### src/rtl/regfile_scoreboard_if.sv
// Decode/writeback bus of the register file with busy scoreboard.
// The decode/writeback side is the master; the register file is the slave.
interface regfile_scoreboard_if #(
    parameter int XLEN   = 32,
    parameter int NREGS  = 32,
    parameter int NUM_RD = 2,
    parameter int NUM_WR = 2
);
    localparam int AW = $clog2(NREGS);

    logic [NUM_RD*AW-1:0]   rd_addr;
    logic [NUM_RD-1:0]      rd_use;
    logic [NUM_RD*XLEN-1:0] rd_data;
    logic [NUM_RD-1:0]      rd_busy;
    logic [NUM_WR-1:0]      wr_en;
    logic [NUM_WR*AW-1:0]   wr_addr;
    logic [NUM_WR*XLEN-1:0] wr_data;
    logic                   issue_en;
    logic [AW-1:0]          issue_rd;
    logic                   stall;
    logic [AW:0]            busy_cnt;

    modport master (
        output rd_addr, rd_use, wr_en, wr_addr, wr_data, issue_en, issue_rd,
        input  rd_data, rd_busy, stall, busy_cnt
    );

    modport slave (
        input  rd_addr, rd_use, wr_en, wr_addr, wr_data, issue_en, issue_rd,
        output rd_data, rd_busy, stall, busy_cnt
    );
endinterface

### src/rtl/regfile_scoreboard.sv
// Multi-port register file with optional write-to-read bypass and a per-register
// busy scoreboard that stalls decode on RAW and WAW hazards.
module regfile_scoreboard #(
    parameter int XLEN   = 32,
    parameter int NREGS  = 32,
    parameter int NUM_RD = 2,
    parameter int NUM_WR = 2,
    parameter int BYPASS = 1
) (
    input  logic                 clk,
    input  logic                 rst,
    regfile_scoreboard_if.slave  bus
);
    localparam int AW = $clog2(NREGS);

    logic [XLEN-1:0]        regs_q [NREGS];
    logic [NREGS-1:0]       busy_q, busy_d;
    logic [AW:0]            busy_cnt_q, busy_cnt_d;
    logic [NREGS-1:0]       clr_vec, set_vec;
    logic [NUM_RD*XLEN-1:0] rd_data_w;
    logic [NUM_RD-1:0]      rd_busy_w, rd_hit;
    logic                   waw_stall, stall_w, accept;
    logic [AW:0]            n_set, n_clr;

    // Later ports overwrite earlier ones, so the highest index wins on address clashes.
    always_ff @(posedge clk or posedge rst) begin
        if (rst) begin
            for (int r = 0; r < NREGS; r++) regs_q[r] <= '0;
        end else begin
            for (int j = 0; j < NUM_WR; j++) begin
                if (bus.wr_en[j] && bus.wr_addr[j*AW +: AW] != '0)
                    regs_q[bus.wr_addr[j*AW +: AW]] <= bus.wr_data[j*XLEN +: XLEN];
            end
        end
    end

    always_comb begin
        rd_data_w = '0;
        rd_busy_w = '0;
        rd_hit    = '0;
        for (int i = 0; i < NUM_RD; i++) begin
            rd_data_w[i*XLEN +: XLEN] = regs_q[bus.rd_addr[i*AW +: AW]];
            for (int j = 0; j < NUM_WR; j++) begin
                if (BYPASS != 0 && bus.wr_en[j] && bus.wr_addr[j*AW +: AW] != '0 &&
                    bus.wr_addr[j*AW +: AW] == bus.rd_addr[i*AW +: AW]) begin
                    rd_data_w[i*XLEN +: XLEN] = bus.wr_data[j*XLEN +: XLEN];
                    rd_hit[i] = 1'b1;
                end
            end
            if (bus.rd_addr[i*AW +: AW] == '0)
                rd_data_w[i*XLEN +: XLEN] = '0;
            rd_busy_w[i] = busy_q[bus.rd_addr[i*AW +: AW]] &&
                           bus.rd_addr[i*AW +: AW] != '0 && !rd_hit[i];
        end
    end

    always_comb begin
        clr_vec = '0;
        for (int j = 0; j < NUM_WR; j++) begin
            if (bus.wr_en[j] && bus.wr_addr[j*AW +: AW] != '0)
                clr_vec[bus.wr_addr[j*AW +: AW]] = 1'b1;
        end
    end

    // A write landing on the issue target this cycle retires the old producer, so no WAW.
    assign waw_stall = bus.issue_en && bus.issue_rd != '0 &&
                       busy_q[bus.issue_rd] && !clr_vec[bus.issue_rd];
    assign stall_w   = (|(bus.rd_use & rd_busy_w)) || waw_stall;
    assign accept    = bus.issue_en && !stall_w && bus.issue_rd != '0;

    always_comb begin
        set_vec = '0;
        if (accept) set_vec[bus.issue_rd] = 1'b1;
    end

    // Set wins over clear on the same register; the count then nets to zero.
    assign busy_d = (busy_q & ~clr_vec) | set_vec;

    always_comb begin
        n_set = '0;
        n_clr = '0;
        for (int r = 0; r < NREGS; r++) begin
            if (set_vec[r] && !busy_q[r])              n_set = n_set + (AW+1)'(1);
            if (clr_vec[r] && busy_q[r] && !set_vec[r]) n_clr = n_clr + (AW+1)'(1);
        end
        busy_cnt_d = busy_cnt_q + n_set - n_clr;
    end

    always_ff @(posedge clk or posedge rst) begin
        if (rst) begin
            busy_q     <= '0;
            busy_cnt_q <= '0;
        end else begin
            busy_q     <= busy_d;
            busy_cnt_q <= busy_cnt_d;
        end
    end

    assign bus.rd_data  = rd_data_w;
    assign bus.rd_busy  = rd_busy_w;
    assign bus.stall    = stall_w;
    assign bus.busy_cnt = busy_cnt_q;
endmodule

### src/flat_wrapper.sv
// flat-port wrapper written by rule: the top's interface ports become plain ports
module regfile_scoreboard_flat 
#(
    parameter int XLEN   = 32,
    parameter int NREGS  = 32,
    parameter int NUM_RD = 2,
    parameter int NUM_WR = 2,
    parameter int BYPASS = 1
)
  (clk, rst, bus_rd_addr, bus_rd_use, bus_wr_en, bus_wr_addr, bus_wr_data, bus_issue_en, bus_issue_rd, bus_rd_data, bus_rd_busy, bus_stall, bus_busy_cnt);
  regfile_scoreboard_if #(.XLEN(XLEN), .NREGS(NREGS), .NUM_RD(NUM_RD), .NUM_WR(NUM_WR)) bus_i ();
  input  logic clk;
  input  logic rst;
  input wire logic [$bits(bus_i.rd_addr)-1:0] bus_rd_addr;
  input wire logic [$bits(bus_i.rd_use)-1:0] bus_rd_use;
  input wire logic [$bits(bus_i.wr_en)-1:0] bus_wr_en;
  input wire logic [$bits(bus_i.wr_addr)-1:0] bus_wr_addr;
  input wire logic [$bits(bus_i.wr_data)-1:0] bus_wr_data;
  input wire logic [$bits(bus_i.issue_en)-1:0] bus_issue_en;
  input wire logic [$bits(bus_i.issue_rd)-1:0] bus_issue_rd;
  output wire logic [$bits(bus_i.rd_data)-1:0] bus_rd_data;
  output wire logic [$bits(bus_i.rd_busy)-1:0] bus_rd_busy;
  output wire logic [$bits(bus_i.stall)-1:0] bus_stall;
  output wire logic [$bits(bus_i.busy_cnt)-1:0] bus_busy_cnt;
  assign bus_i.rd_addr = bus_rd_addr;
  assign bus_i.rd_use = bus_rd_use;
  assign bus_i.wr_en = bus_wr_en;
  assign bus_i.wr_addr = bus_wr_addr;
  assign bus_i.wr_data = bus_wr_data;
  assign bus_i.issue_en = bus_issue_en;
  assign bus_i.issue_rd = bus_issue_rd;
  assign bus_rd_data = bus_i.rd_data;
  assign bus_rd_busy = bus_i.rd_busy;
  assign bus_stall = bus_i.stall;
  assign bus_busy_cnt = bus_i.busy_cnt;
  regfile_scoreboard #(.XLEN(XLEN), .NREGS(NREGS), .NUM_RD(NUM_RD), .NUM_WR(NUM_WR), .BYPASS(BYPASS)) u_core (.clk(clk), .rst(rst), .bus(bus_i));
endmodule
### config.mk
export PLATFORM = sky130hd
export DESIGN_NAME = regfile_scoreboard_flat
export DESIGN_NICKNAME = d
export VERILOG_FILES = /design/src/rtl/regfile_scoreboard_if.sv /design/src/rtl/regfile_scoreboard.sv /design/src/flat_wrapper.sv
export SDC_FILE = /design/constraint.sdc
export NUM_CORES = 2
export LEC_CHECK = 0
export ABC_CLOCK_PERIOD_IN_PS = 33200
export BUFFER_PORTS_ARGS = -buffer_cell sky130_fd_sc_hd__buf_2
export CORE_MARGIN = 1.5
export CORE_UTILIZATION = 45
export CTS_CLUSTER_DIAMETER = 150
export DETAILED_ROUTE_END_ITERATION = 8
export SLEW_MARGIN = 20
export SYNTH_ARGS = -nofsm -noshare
export SYNTH_HDL_FRONTEND = slang
export SYNTH_SLANG_ARGS = --single-unit
### constraint.sdc
create_clock -name clk -period 33.2 [get_ports clk]
set_input_delay 4.98 -clock clk [delete_from_list [all_inputs] [get_ports clk]]
set_output_delay 4.98 -clock clk [all_outputs]
set_load 0.01 [all_outputs]
==> results.ini <==
[route]
vias_per_cell = 6.64
ant_nets = 0
drc = 0
vias = 59000
dr.pass1.iters = 8
routed_wl_mm = 281
wl_per_cell_um = 31.6
drt_iter0_drc = 7807

[clocking]
cts_setup_buffers = 0
cts_tree = built
clockBufferDepth = 3
path_clk_slew_ps = 60
cts_hold_buf = 0
clock_latency_ps = 780
ctsResizeCount = 0
root_buffer = clkbuf_16
clock_sinks = 1062
htree_num_levels = 3
cts_buffers = 118

[setup_path]
cp_slowest_cell = buf_12
cp_common_cell = ha_1
required_ps = 33900
max_stage_delay_ps = 650
endpoint_kind = flip-flop
path_max_fanout = 92
critPathKind = input port to flip-flop
cp_data_arrival_time_ps = 29500
critPathLaunchType = input port

[floorplanning]
start_util_pct = 45.4
die_w_um = 406
dieArea_um2 = 165000
die_h_um = 406
core_um2 = 161000
io_pins = 169
placementRows = 147

[timing]
setup_ws_ps = 4400
slew_viol_final = 0
fin_tns_setup_ps = 0
fin_crit_ps = 28800
max_freq_mhz = 34.7
worstMarginPinSlew_ps = 1240
post-route-period-util_pct = 86.7
slew_headroom_pct = 17.3
setup_viol = 0
finClkSkew_ps = 15.0
finalHoldViolCount = 0
rsz0062_at_grt = no

[grt]
grt_pass1_wl_mm = 409
overflow = 0
grt_pass1_vias = 56900
grt_start_max_net_pins = 145
antenna_found_initial = 23
track_usage_pct = 33.9

[yosys]
ys_top_cells_by_count = 1,070 x mux2i_1, 1,062 x dfrtp_1, 674 x a21oi_1
synth_area_leaders = dfrtp_1 36%, mux4_2 20%, mux2i_1 15%
seq_area_frac_synth_pct = 36.4
synth_seq_cells = 1062
yosysWarnings = 0
synth_edf_count = 0
async_reset_ff_share_pct = 100
synth.top_cell.area_share_pct = 36.4
netlist_area_um2 = 73100
synth_area_leader_cell = dfrtp_1
ys_types = 92
syn_inst = 7038
yosysMostFrequentCell = mux2i_1
syn_avg_cell_area_um2 = 10.4
synth_top_flop_cell = dfrtp_1

[pwr]
ir_worst_vdd_uv = 51.3
p_leak_nw = 31.6
p_per_area_nw_per_um2 = 58.6

[run_status]
status = completed

[cells_and_area]
drive_above_1_share_pct = 18.9
nNetsFinal = 6788
fillers = 14500
area_growth_pct = 8.40

[place]
numPortBuffers = 168
gp_congestion = 0.947
dp_slack_ps = 3910
dp_hpwl_mm = 162

[run]
drv_cap = 0

[worst_hold_path]
hold_path.class = flip-flop to flip-flop

routing by layer:
| layer | share of wire (%) | GRT usage [%] |
|---|---|---|
| met1 | 40 | 46.3 |
| met2 | 45 | 51.5 |
| met3 | 10 | 8.04 |
| met4 | 5.0 | 14.8 |
| met5 | 0.037 | 0 |
stage by stage:
step | instances | total power [mW] | utilization [%] | cell area (µm²) | hold slack [ps]
finish | 8884 | 4.64 | 49.2 | 79200 | 392
global route | 8883 | 4.84 | 49.2 | 79200 | 406
CTS | 8876 | 4.63 | 49.2 | 79200 | 397
detailed placement | 8658 | 3.20 | 46.6 | 75000 | 383
global placement | 8654 | 3.16 | 46.5 | 74900 | 376
floorplan | 7043 | 2.82 | - | 73100 | 441
registers in the layout (all words and copies together), names as in the netlist:
register	count
u_core.regs_q	1024
u_core.busy_q	32
u_core.bus.busy_cnt	6
report_power, final:
| part | switching, mW | internal (mW) |
|---|---|---|
| clock | 0.604 | 0.830 |
| combinational | 0.603 | 0.686 |
| sequential | 0.288 | 1.63 |
worst paths after layout:
kind / start / to / slack, ps / depth (start not counted)
hold / removal: u_core.regs_q[1011] / u_core.regs_q[1011] / 390 / 0
max in group asynchronous: rst / u_core.regs_q[660] / 25860 / 5
hold reg to reg: u_core.regs_q[1011] / u_core.regs_q[1011] / 390 / 0
setup / recovery: bus_rd_addr[5] / u_core.bus.busy_cnt[5] / 4400 / 112
min in group asynchronous: rst / u_core.regs_q[169] / 4370 / 2
setup reg to reg: u_core.busy_q[11] / u_core.bus.busy_cnt[5] / 9310 / 110
layout make-up:
type | count | area (µm²) | share of cell area (%)
Sequential cell | 1062 | 26600 | 33.5
Clock buffer | 164 | 3390 | 4.27
Inverter | 105 | 399 | 0.504
Antenna cell | 7 | 17.5 | 0.0221
Clock inverter | 54 | 779 | 0.984
Timing Repair Buffer | 293 | 1940 | 2.45
Tap cell | 2160 | 2700 | 3.41
Multi-Input combinational cell | 5039 | 43400 | 54.8
placed cells by master (no fill, tap or decap), drive strengths merged, types with 10 or more instances in the layout:
cell type | synthesis | layout
mux2i | 1070 | 1070
dfrtp | 1062 | 1062
a21oi | 674 | 674
nand2 | 670 | 670
mux4 | 639 | 639
nor2 | 625 | 625
o21ai | 577 | 577
buf | 200 | 293
clkbuf | 637 | 164
inv | 103 | 106
xnor2 | 95 | 95
a211oi | 86 | 86
ha | 68 | 68
nand3 | 44 | 44
o22ai | 41 | 41
xor2 | 39 | 39
nor3 | 35 | 35
clkinv | 2 | 29
nor2b | 27 | 27
mux2 | 25 | 25
or3 | 20 | 20
a31oi | 17 | 17
a221oi | 16 | 16
nand2b | 16 | 16
and2 | 16 | 16
bufinv | 0 | 15
or2 | 14 | 14
xnor3 | 13 | 13
a21o | 12 | 12
nand4 | 11 | 11
o221ai | 11 | 11
nor4 | 10 | 10
critical path: cells and delay by family:
family                   cells  cell delay (ps)
AO/OA/AOI/OAI               31             5640
multiplexers                 7             2180
buffers and inverters       14             2300
AND/OR/NAND/NOR             27             4110
adder cells (fa/ha/maj)     32             9860
XOR/XNOR                     1              130
logic make-up (layout without fill, tap and decap cells):
kind of cell	count (synthesis)	after routing	share of synthesized area (%)
multiplexers	1734	1734	34.7
AO/OA/AOI/OAI	1543	1543	11.7
AND/OR/NAND/NOR	1535	1535	8.73
flip-flops	1062	1062	36.4
buffers and inverters	942	616	4.96
XOR/XNOR	147	147	2.17
adder cells (fa/ha/maj)	73	73	1.30
other	2	14	0.0103
(Power assumes the default switching activity.)
